File: src/rtl/ifu_prefetch.sv
// Instruction-fetch front end: owns the fetch PC, issues credit-limited in-order
// imem requests, pairs responses with their PCs and queues them for decode.
module ifu_prefetch #(
   parameter logic [31:0] RESET_PC = 32'h8000_0000,
   parameter int          DEPTH    = 2
) (
   input  logic        clk,
   input  logic        rst,
   input  logic        redirect_valid,
   input  logic [31:0] redirect_pc,
   output logic        imem_req_valid,
   input  logic        imem_req_ready,
   output logic [31:0] imem_req_addr,
   input  logic        imem_resp_valid,
   input  logic [31:0] imem_resp_data,
   output logic        inst_valid,
   input  logic        inst_ready,
   output logic [31:0] inst,
   output logic [31:0] inst_pc
);
   localparam int AW = $clog2(DEPTH);
   localparam int CW = AW + 1;
   localparam logic [CW-1:0] C_ONE   = CW'(1);
   localparam logic [CW-1:0] C_FULL  = CW'(DEPTH);
   localparam logic [CW:0]   CREDITS = (CW+1)'(DEPTH);
   localparam logic [AW-1:0] P_ONE   = AW'(1);

   typedef enum logic {RUN = 1'b0, FLUSH = 1'b1} state_t;

   typedef struct packed {
      logic [31:0] data;
      logic [31:0] pc;
   } entry_t;

   state_t        state, state_nxt;
   logic [CW-1:0] drop_cnt, drop_nxt;
   logic [CW-1:0] count, outstanding;
   logic [31:0]   fetch_pc;

   entry_t        fifo_mem [DEPTH];
   logic [AW-1:0] fifo_head, fifo_tail;
   logic [31:0]   pcq_mem [DEPTH];
   logic [AW-1:0] pcq_head, pcq_tail;

   logic          req_fire, push, pop;
   logic [CW:0]   credit_used;
   logic          unused_bits;

   // The low PC bits of a redirect are architecturally ignored.
   assign unused_bits = ^redirect_pc[1:0];

   // FIFO entries plus in-flight requests share one credit pool, so a response
   // always has a FIFO slot waiting for it.
   assign credit_used    = {1'b0, count} + {1'b0, outstanding};
   assign imem_req_valid = !rst && !redirect_valid && (credit_used < CREDITS);
   assign imem_req_addr  = fetch_pc;
   assign req_fire       = imem_req_valid && imem_req_ready;

   assign push = imem_resp_valid && !redirect_valid && (state == RUN);

   assign inst_valid = !rst && !redirect_valid && (count != '0);
   assign pop        = inst_valid && inst_ready;
   assign inst       = fifo_mem[fifo_head].data;
   assign inst_pc    = fifo_mem[fifo_head].pc;

   // Drop bookkeeping: a redirect re-arms the drop count from whatever is still
   // in flight, excluding a response that lands in the redirect cycle itself.
   always_comb begin
      drop_nxt  = drop_cnt;
      state_nxt = state;
      if (redirect_valid) begin
         drop_nxt = imem_resp_valid ? (outstanding - C_ONE) : outstanding;
      end else if ((state == FLUSH) && imem_resp_valid) begin
         drop_nxt = drop_cnt - C_ONE;
      end
      state_nxt = (drop_nxt != '0) ? FLUSH : RUN;
   end

   always_ff @(posedge clk) begin
      if (rst) begin
         state    <= RUN;
         drop_cnt <= '0;
      end else begin
         state    <= state_nxt;
         drop_cnt <= drop_nxt;
      end
   end

   always_ff @(posedge clk) begin
      if (rst) begin
         fetch_pc <= RESET_PC;
      end else if (redirect_valid) begin
         fetch_pc <= {redirect_pc[31:2], 2'b00};
      end else if (req_fire) begin
         fetch_pc <= fetch_pc + 32'd4;
      end
   end

   // Every response retires one in-flight request, kept or dropped.
   always_ff @(posedge clk) begin
      if (rst) begin
         outstanding <= '0;
      end else begin
         case ({req_fire, imem_resp_valid})
            2'b10:   outstanding <= outstanding + C_ONE;
            2'b01:   outstanding <= outstanding - C_ONE;
            default: outstanding <= outstanding;
         endcase
      end
   end

   always_ff @(posedge clk) begin
      if (rst) begin
         pcq_head <= '0;
         pcq_tail <= '0;
      end else begin
         if (req_fire)        pcq_tail <= pcq_tail + P_ONE;
         if (imem_resp_valid) pcq_head <= pcq_head + P_ONE;
      end
   end

   always_ff @(posedge clk) begin
      if (req_fire) pcq_mem[pcq_tail] <= fetch_pc;
   end

   always_ff @(posedge clk) begin
      if (rst || redirect_valid) begin
         fifo_head <= '0;
         fifo_tail <= '0;
         count     <= '0;
      end else begin
         if (push) fifo_tail <= fifo_tail + P_ONE;
         if (pop)  fifo_head <= fifo_head + P_ONE;
         case ({push, pop})
            2'b10:   count <= count + C_ONE;
            2'b01:   count <= count - C_ONE;
            default: count <= count;
         endcase
      end
   end

   always_ff @(posedge clk) begin
      if (push) fifo_mem[fifo_tail] <= '{data: imem_resp_data, pc: pcq_mem[pcq_head]};
   end

   a_no_overflow : assert property (@(posedge clk) disable iff (rst)
      !(push && (count == C_FULL)));
   a_resp_tracked : assert property (@(posedge clk) disable iff (rst)
      !(imem_resp_valid && (outstanding == '0)));
   a_credit_cap : assert property (@(posedge clk) disable iff (rst)
      credit_used <= CREDITS);

endmodule

File: config.mk
export PLATFORM = sky130hd
export DESIGN_NAME = ifu_prefetch
export DESIGN_NICKNAME = d
export VERILOG_FILES = /design/src/rtl/ifu_prefetch.sv
export SDC_FILE = /design/constraint.sdc
export NUM_CORES = 1
export LEC_CHECK = 0
export CAP_MARGIN = 20
export CORE_ASPECT_RATIO = 2
export CORE_MARGIN = 2
export CORE_UTILIZATION = 50
export CTS_CLUSTER_SIZE = 28
export DETAILED_ROUTE_END_ITERATION = 10
export PLACE_DENSITY_LB_ADDON = 0.3
export SLEW_MARGIN = 25
export SYNTH_ARGS = -nofsm -noshare
export SYNTH_HDL_FRONTEND = slang
export SYNTH_SLANG_ARGS = --single-unit
File: constraint.sdc
create_clock -name clk -period 9.8 [get_ports clk]
set_input_delay 0.98 -clock clk [delete_from_list [all_inputs] [get_ports clk]]
set_output_delay 0.98 -clock clk [all_outputs]
set_load 0.01 [all_outputs]
-- Word level (Yosys, flattened, before mapping)
Memories as Yosys holds them, arrays and structs flattened. A register that Yosys moved wholly into a read port is not among the register bits.
Index checks and enable logic that the tools add are counted.
- memories: 2
- bits in registers: 43
- bits in writable memories: 192
- output and inout port bits: 98
- input port bits: 70
- memory list (memory ; words ; width ; read ports ; clocked after Yosys merged registers in ; write ports ; RTL line ; RTL):
    fifo_mem ; 2 ; 64 ; 1 ; 1 ; 1 ; 40 ; entry_t fifo_mem [DEPTH];
    pcq_mem ; 2 ; 32 ; 1 ; 1 ; 1 ; 42 ; logic [31:0] pcq_mem [DEPTH];
- mux-type cells: 16
- equality and inequality tests: 4
- $lt $le $gt $ge: 1
- bitwise operators: 1
- $add $sub $neg: 11
- reduce and logical (&&, ||, !) cells: 17
- operator list (cell ; count):
    $mux W32 ; 2
    $add A32 B3 Y32 const B ; 1
    $reduce_bool A2 Y1 ; 5
    $mux W1 ; 9
    $logic_and A1 B1 Y1 ; 8
    $pmux W2 S2 ; 2
    $mux W2 ; 3
    $sub A2 B1 Y2 const B ; 3
    $add A1 B1 Y1 const B ; 4
    $add A2 B1 Y2 const B ; 2
    $eq A2 B1 Y1 const B ; 2
    $eq A2 B2 Y1 const B ; 2
    $add A2 B2 Y3 ; 1
    $lt A3 B2 Y1 const B ; 1
    $logic_not A1 Y1 ; 2
    $reduce_or A2 Y1 ; 1
    $logic_or A1 B1 Y1 ; 1
    $not A1 Y1 ; 1

-- Longest topological paths before layout
Gate-level depths: netlist of run 1.
- word-level depth: 6
- mapped depth: 11
- mapped depth without buffers: 9

-- Worst setup path after synthesis of run 1
No wires, ideal clock.
- kind: input to register
- start point: in redirect_valid
- end point: mem fifo_mem[0][10] (netlist name) (enable)
- stages on the path: 4
- arrival time: 4.022 ns
- setup slack: 5.296 ns
- path buffers: 1
- data required time: 9.318 ns
- cells stage by stage: clkbuf_1 -> nor2_1 -> nand2_1 -> nor2_1
- word-level cells in the longest chain between the ends: 5
- RTL lines (element ; RTL line ; RTL):
    from (decl) ; 9 ; input logic redirect_valid,
    $logic_not A1 Y1 ; 59 ; assign push = imem_resp_valid && !redirect_valid && (state == RUN);
    $logic_and A1 B1 Y1 (2 in series) ; 59 ;
    $mux W1 ; 143 ; if (push) fifo_mem[fifo_tail] <= '{data: imem_resp_data, pc: pcq_mem[pcq_head]};
    $mux W1 (not written as such) ; 143 ;
    to (decl) ; 40 ;
No other way between the ends.

-- Worst setup path in the final report of run 1
- start point: in redirect_valid
- end point: out imem_req_valid
- word-level cells in the longest chain between the ends: 3
- RTL lines (element ; RTL line ; RTL):
    $logic_not A1 Y1 ; 55 ; assign imem_req_valid = !rst && !redirect_valid && (credit_used < CREDITS);
    $logic_and A1 B1 Y1 (2 in series) ; 55 ;
    to (decl) ; 11 ; output logic imem_req_valid,
No other way between the ends.

==> results by group, run 1 <==
Pwr
  • Leak pwr: 0.00382 uW
  • Worst VDD drop: 0.000137 V
  • Tot Pwr: 2020 uW
  • PD cells: 176 mW/mm^2

Floorplanning
  • Die W: 99.1 um
  • # IOs: 168
  • Die Ht: 194 um
  • Starting Density: 50.8%
  • Site row count: 69
  • Core Region: 0.0178 mm^2
  • Die area: 0.0192 mm^2

Run
  • Max-cap violations: 0

Synth
  • Post-Synth Simple-Gate Area: 8.01%
  • Synth Area in Compound Gates: 4.94%
  • Main combinational cell family by area after synthesis: multiplexers
  • Flops & latches, synth: 227
  • Register area share after synthesis: 70.6%
  • Leading area contributor after synthesis: edfxtp_1
  • Post-synthesis mux area share: 11.8%
  • Cell Area, Synth: 0.00904 mm^2
  • Most common flop cell mapped by yosys: edfxtp_1
  • Post-Synth XOR/XNOR Area: 2.03%
  • Number of synthesized flops with an enable pin: 184
  • Share of the synthesized area in the top cell type: 61.1%
  • Synthesized area per cell: 15.5 um^2
  • Post-Synth Adder-Cell Area: 0.637%
  • Yosys cell types: 52
  • YS warnings: 0
  • Async set-reset flop share out of synthesis: 0%
  • Synth top area cells: edfxtp_1 61%, mux2_2 12%, dfxtp_1 9.5%
  • Post-Syn Instances: 584

Timing
  • Slew @ Worst Pin: 907 ps
  • Setup TNS: 0 ps
  • Crit share post-route: 38.3%
  • Relative slew slack: 39.5%
  • Final number of setup-violating endpoints: 0
  • FMAX: 266 MHz
  • Max Clock Skew: 14.9 ps
  • Unrepaired setup endpoints after global routing: false
  • Tmin final: 3760 ps
  • Max Slew Vio Count: 0
  • Hold Vio Cnt, Final: 0

Hold path
  • Min-Delay Path Class: flip-flop to flip-flop
  • Hold Startpoint: drop_cnt[0]

Final layout
  • Synth-to-Final Area Change: 26.9%
  • Final core occ: 64.5%
  • Nets: 820
  • Fillers: 1,297
  • FF/Latch Area: 0.00639 mm^2
  • Multi-input logic area: 0.00251 mm^2
  • Ant. Diodes: 0
  • Fraction of layout cells with a size suffix above 1: 19.1%

Drt
  • Wire per inst: 19.1 um
  • Antenna Nets Post-Route: 0
  • DRC Markers: 0
  • Drt first pass iters: 5
  • Final WL: 18.5 mm
  • Initial drt markers: 300
  • Via count: 5,511
  • Via-per-instance ratio: 5.67

Critical path
  • Worst-path cell chain: clkdlybuf4s50_1 -> buf_4 -> nor4_4 -> clkdlybuf4s50_1
  • Most used cell, CP: clkdlybuf4s50_1
  • Required time at the worst-slack endpoint: 8820 ps
  • Reg2Reg Launch Point: outstanding[0]
  • Worst EP arrival: 2780 ps
  • Critical path startpoint category: input pin
  • CP max-delay cell: clkdlybuf4s50_1
  • Crit path max-delay family: buffers and inverters
  • CP Buf/Inv Count: 3
  • Kind of critical path: input pin to output port
  • Worst path max stage delay: 620 ps
  • Worst Setup End Kind: output port
  • Max FO, Critical Path: 42
  • Setup crit start: redirect_valid

Global routing
  • GR Util All Layers: 18.6%
  • Largest net degree at the start of global routing: 63
  • First-pass GRT wire length: 28.7 mm
  • Grt total ovfl: 0
  • Initial antenna violation count: 0
  • Vias in the first global route: 5,692

Clock tree
  • CTS tree: built
  • Clock tree buffer depth: 3
  • TritonCTS buffer count: 20
  • CTS resizes: 0
  • Skew-Pair Late Insertion Delay: 490 ps
  • Clk root buf: clkbuf_16
  • CTS sink cnt: 227
  • Hold buffer count at CTS: 0
  • Clk pin slew, worst setup/hold paths: 70 ps
  • Post-CTS Setup Repair Bufs: 0
  • H-tree levels: 1

Run status
  • Outcome: complete, no violations

Place
  • HPWL Detailed: 12.1 mm
  • Routability cong.: 0.880
  • Port Buffers: 161
placed cells by master, fill, tap and decap left out, drive strengths merged, types with 2 or more instances in the layout:
cell,synthesis,final
o21ai,13,13
mux2,94,94
conb,1,4
nand3,12,12
and4,3,3
inv,6,6
clkdlybuf4s50,0,161
ha,3,3
clkinv,1,8
and2,7,7
a31oi,11,11
xnor2,9,9
a311oi,2,2
or3,5,5
nor4,6,6
nand4,13,13
clkbuf,23,28
nor3,10,10
a22oi,6,6
or4b,2,2
a211oi,3,3
and3,12,12
a21oi,24,24
o211ai,3,3
nor2,29,29
nand2,18,18
buf,9,8
dfxtp,43,43
edfxtp,184,184
o22ai,7,7
xor2,12,12
power breakdown:
part	leakage, uW	internal (uW)	switching (uW)
clock	0.000305	413	321
sequential	0.00204	1080	26.7
combinational	0.00148	98.4	81.4
total	0.00382	1590	429
flip-flops by register name, indices dropped and copies added (netlist names), named ones only:
name and cells:
pcq_head 1, outstanding 2, imem_req_addr 30, state 1, fifo_mem 124, fifo_tail 1
fifo_head 1, pcq_mem 60, drop_cnt 2, pcq_tail 1, count 2
area by class of cell:
class	instances	area share, %
clock buffer	28	5.07
clock inverter	7	0.273
inverter	7	0.229
multi-input combinational	321	21.9
sequential	227	55.7
tap	213	2.32
timing repair buffer	169	14.6
per-stage QoR:
stage / worst slack (ps) / cells / cell area, um^2 / hold slack [ps]
floorplan: 5300 / 587 / 9050 / 453
global placement: 5730 / 937 / 10900 / 471
detailed placement: 5670 / 937 / 10900 / 497
CTS: 6030 / 972 / 11500 / 507
global route: 5940 / 972 / 11500 / 529
finish: 6040 / 972 / 11500 / 506
tightest hold or removal path, delay by kind of cell, from the launching register on:
| kind | cells | cell delay, ps |
|---|---|---|
| compound gates | 1 | 70 |
| flops | 1 | 330 |
| simple gates | 1 | 60 |
cell usage after synthesis (2+ instances only):
cell      instances
nor4_4            2
o21ai_0          13
xor2_1           12
buf_1             2
a21oi_1          24
ha_1              3
a311oi_1          2
dfxtp_1          43
nand3_1          11
nand2_1          18
o211ai_1          3
and3_1           11
edfxtp_1        184
buf_4             4
nor4_1            4
o22ai_1           7
nand4_1          11
inv_1             5
a31oi_1          11
and4_1            3
a22oi_1           6
nand4_4           2
a211oi_1          3
buf_2             2
or3_1             5
and2_1            7
nor2_1           29
or4b_1            2
xnor2_1           9
nor3_1            9
mux2_2           94
clkbuf_1         23
per-layer routing:
| layer | track usage (%) | wire length, um | vias up |
|---|---|---|---|
| li1 | - | - | 2561 |
| met1 | 20.6 | 6690 | 2651 |
| met2 | 34.1 | 10100 | 245 |
| met3 | 2.63 | 1060 | 54 |
| met4 | 8.78 | 698 | 0 |
| met5 | 0 | 0 | - |
final timing paths:
path	endpoint	slack, ps	depth (start not counted)
worst min-delay path	drop_cnt[0]	510	2
worst max register to register	outstanding[1]	6290	8
worst max-delay path	imem_req_valid	6040	4
worst min register to register	drop_cnt[0]	510	2
cell families after synthesis:
group | after synthesis
AOI/OAI and AO/OA | 74
xor gates and xnor gates | 21
adders and majority gates | 4
buffers and inverters | 39
DFF | 227
muxes | 95
other | 1
and+or+nand+nor | 123
Note: power is estimated with default switching activity, not from simulation.
==> run 2, diff against run 1 <==
==> constraint.sdc (replaced) <==
create_clock -name clk -period 3.7 [get_ports clk]
set_input_delay 0.37 -clock clk [delete_from_list [all_inputs] [get_ports clk]]
set_output_delay 0.37 -clock clk [all_outputs]
set_load 0.01 [all_outputs]
==> run 2 against run 1 <==
Worst hold slack worse by 71 ps. Global-route usage increased by 0.11 points. Sequential cell count unchanged. Design area grew 0.65%. Wire length fell by 1.1%. Cell count grew 0.51%. Critical endpoint is now outstanding[1]. Largest cell class unchanged. Largest power group unchanged.
==> results by group, run 2 (same netlist as run 1, synthesis figures left out) <==
Run
  • Max-cap violations: 0 (unchanged)

Timing
  • Tmin final: 2930 ps
  • Max Slew Vio Count: 0 (unchanged)
  • PnR worst setup slack: 768 ps (was 6040 ps)
  • Unrepaired setup endpoints after global routing: false (unchanged)
  • Crit share post-route: 79.2%
  • Relative slew slack: 52.2% (was 39.5%)
  • Hold_ws: 436 ps (was 506 ps)
  • Max Clock Skew: 10.3 ps (was 14.9 ps)
  • Final number of setup-violating endpoints: 0 (unchanged)
  • Hold Vio Cnt, Final: 0 (unchanged)
  • Setup TNS: 0 ps (unchanged)
  • Slew @ Worst Pin: 716 ps (was 907 ps)
  • FMAX: 341 MHz

Pwr
  • PD cells: 466 mW/mm^2 (was 176 mW/mm^2)
  • Seq pwr share: 54.6% (was 54.8%)
  • P_int: 4240 uW (was 1590 uW)
  • Leak pwr: 0.00385 uW (was 0.00382 uW)
  • Sw power: 1140 uW (was 429 uW)
  • Tot Pwr: 5380 uW (was 2020 uW)
  • Worst VDD drop: 0.000361 V (was 0.000137 V)
  • Comb pwr share: 9.0% (was 8.9%)
  • Net Sw Frac: 21.2% (about the same)
  • Part of the power in the clock network: 36.5% (was 36.3%)

Floorplanning
  • Site row count: 69 (unchanged)
  • # IOs: 168 (unchanged)
  • Die area: 0.0192 mm^2 (unchanged)
  • Die Ht: 194 um (unchanged)
  • Die W: 99.1 um (unchanged)
  • Starting Density: 50.8% (unchanged)
  • Core Region: 0.0178 mm^2 (unchanged)

Drt
  • Antenna Nets Post-Route: 0 (unchanged)
  • Top Layer Used: met4 (unchanged)
  • Met2 WL: 10.2 mm (was 10.1 mm)
  • Via count: 5,461 (was 5,511)
  • Met3 wire len: 950 um (was 1.06 mm)
  • Final WL: 18.3 mm (was 18.5 mm)
  • Initial drt markers: 221 (was 300)
  • Via-per-instance ratio: 5.59 (was 5.67)
  • WL met1: 6.65 mm (was 6.69 mm)
  • Wire per inst: 18.7 um (was 19.1 um)
  • Drt first pass iters: 5 (unchanged)
  • DRC Markers: 0 (unchanged)

Critical path
  • CP Buf/Inv Count: 2 (was 3)
  • Worst Setup End Kind: flip-flop (was output port)
  • Crit path max-delay family: simple AND/OR/NAND/NOR gates (was buffers and inverters)
  • Critical path startpoint category: flip-flop (was input pin)
  • Most used cell, CP: and2_1 (was clkdlybuf4s50_1)
  • CP max-delay cell: dfxtp_1 (was clkdlybuf4s50_1)
  • Kind of critical path: flip-flop to flip-flop (was input pin to output port)
  • Required time at the worst-slack endpoint: 4120 ps (was 8820 ps)
  • Worst path max stage delay: 450 ps (was 620 ps)
  • Worst EP arrival: 3350 ps (was 2780 ps)
  • Worst-path cell chain: and2_1 -> fa_1 -> nor4_4 -> and2_1 -> buf_4 -> inv_2 -> ha_1 -> or3_1 -> a21oi_1 (was clkdlybuf4s50_1 -> buf_4 -> nor4_4 -> clkdlybuf4s50_1)
  • Max FO, Critical Path: 24 (was 42)

Final layout
  • Fraction of layout cells with a size suffix above 1: 19.2% (was 19.1%)
  • Nets: 825 (was 820)
  • Synth-to-Final Area Change: 27.7% (was 26.9%)
  • Cell area after layout: 0.0115 mm^2 (about the same)
  • Biggest register: fifo_mem (unchanged)
  • Ant. Diodes: 0 (unchanged)
  • Commonest non-fill, non-tap cell in the layout: edfxtp_1 (unchanged)
  • Commonest non-fill, non-tap cells in the layout: 184 x edfxtp_1, 161 x clkdlybuf4s50_1, 94 x mux2_2, 42 x dfxtp_1, 27 x nor2_1 (was 184 x edfxtp_1, 161 x clkdlybuf4s50_1, 94 x mux2_2, 42 x dfxtp_1, 26 x nor2_1)
  • Largest register FFs: 124 (unchanged)

Global routing
  • Vias in the first global route: 5,735 (was 5,692)
  • GR Util All Layers: 18.7% (was 18.6%)
  • First-pass GRT wire length: 29.0 mm (was 28.7 mm)
  • Initial antenna violation count: 0 (unchanged)
  • Largest net degree at the start of global routing: 63 (unchanged)
  • Grt total ovfl: 0 (unchanged)

Clock tree
  • TritonCTS buffer count: 20 (unchanged)
  • Skew-Pair Late Insertion Delay: 490 ps (about the same)
  • H-tree levels: 1 (unchanged)
  • CTS sink cnt: 227 (unchanged)
  • Clk pin slew, worst setup/hold paths: 70 ps (about the same)
  • Hold buffer count at CTS: 0 (unchanged)
  • CTS tree: built (unchanged)
  • Clk root buf: clkbuf_16 (unchanged)
  • CTS resizes: 0 (unchanged)
  • Post-CTS Setup Repair Bufs: 0 (unchanged)
  • Clock tree buffer depth: 3 (unchanged)

Place
  • Post-DP Area: 0.0109 mm^2 (about the same)
  • Setup WS pre-CTS: 766 ps (was 5670 ps)
  • HPWL Detailed: 12.6 mm (was 12.1 mm)
  • Port Buffers: 161 (unchanged)
  • Routability cong.: 0.863 (was 0.880)

Hold path
  • Min-Delay Path Class: input pin to flip-flop (was flip-flop to flip-flop)

Run status
  • Outcome: complete, no violations (unchanged)
==> run 2: area by class of cell <==
class                      instances  area, um^2
clock buffer                      24         537
clock inverter                    11        78.8
tap                              213         267
multi-input combinational        321        2510
sequential                       227        6390
inverter                           7        26.3
fill                            1327        6230
timing repair buffer             174        1750
==> run 2: power groups by stage <==
stage                     logic [uW]  clock network [uW]  registers, uW
final                            482                1960           2940
after global routing             517                2110           2950
after CTS                        487                2020           2940
after detailed placement         483                   0           2990
after global placement           469                   0           2980
after floorplan                  229                   0           2980
==> run 2: stage by stage <==
stage	utilization, %	cells
floorplan	-	587
global placement	61.5	942
global route	64.9	977
CTS	64.9	977
detailed placement	61.5	942
finish	64.9	977
==> run 2: worst register-to-register path, delay by kind of cell, from the launching register on <==
kind                       cells  cell delay (ps)
and+or+nand+nor                4             1050
AOI/OAI and AO/OA              1              140
DFF                            1              450
adders and majority gates      2              830
buffers and inverters          2              400
==> run 2: path summary, 6_finish.rpt <==
kind	startpoint	to	slack (ps)	cells after the start
worst min-delay path	redirect_pc[8]	imem_req_addr[8]	440	3
worst max-delay path	outstanding[0]	outstanding[1]	770	9
worst min register to register	pcq_head	flip-flop	520	2
worst max register to register	outstanding[0]	outstanding[1]	770	9
==> run 2: metal layers <==
metal  up-vias  GRT usage [%]
li1       2570              -
met1      2655           20.9
met2       202           35.3
met3        34           2.60
met4         0           6.54
met5         -              0
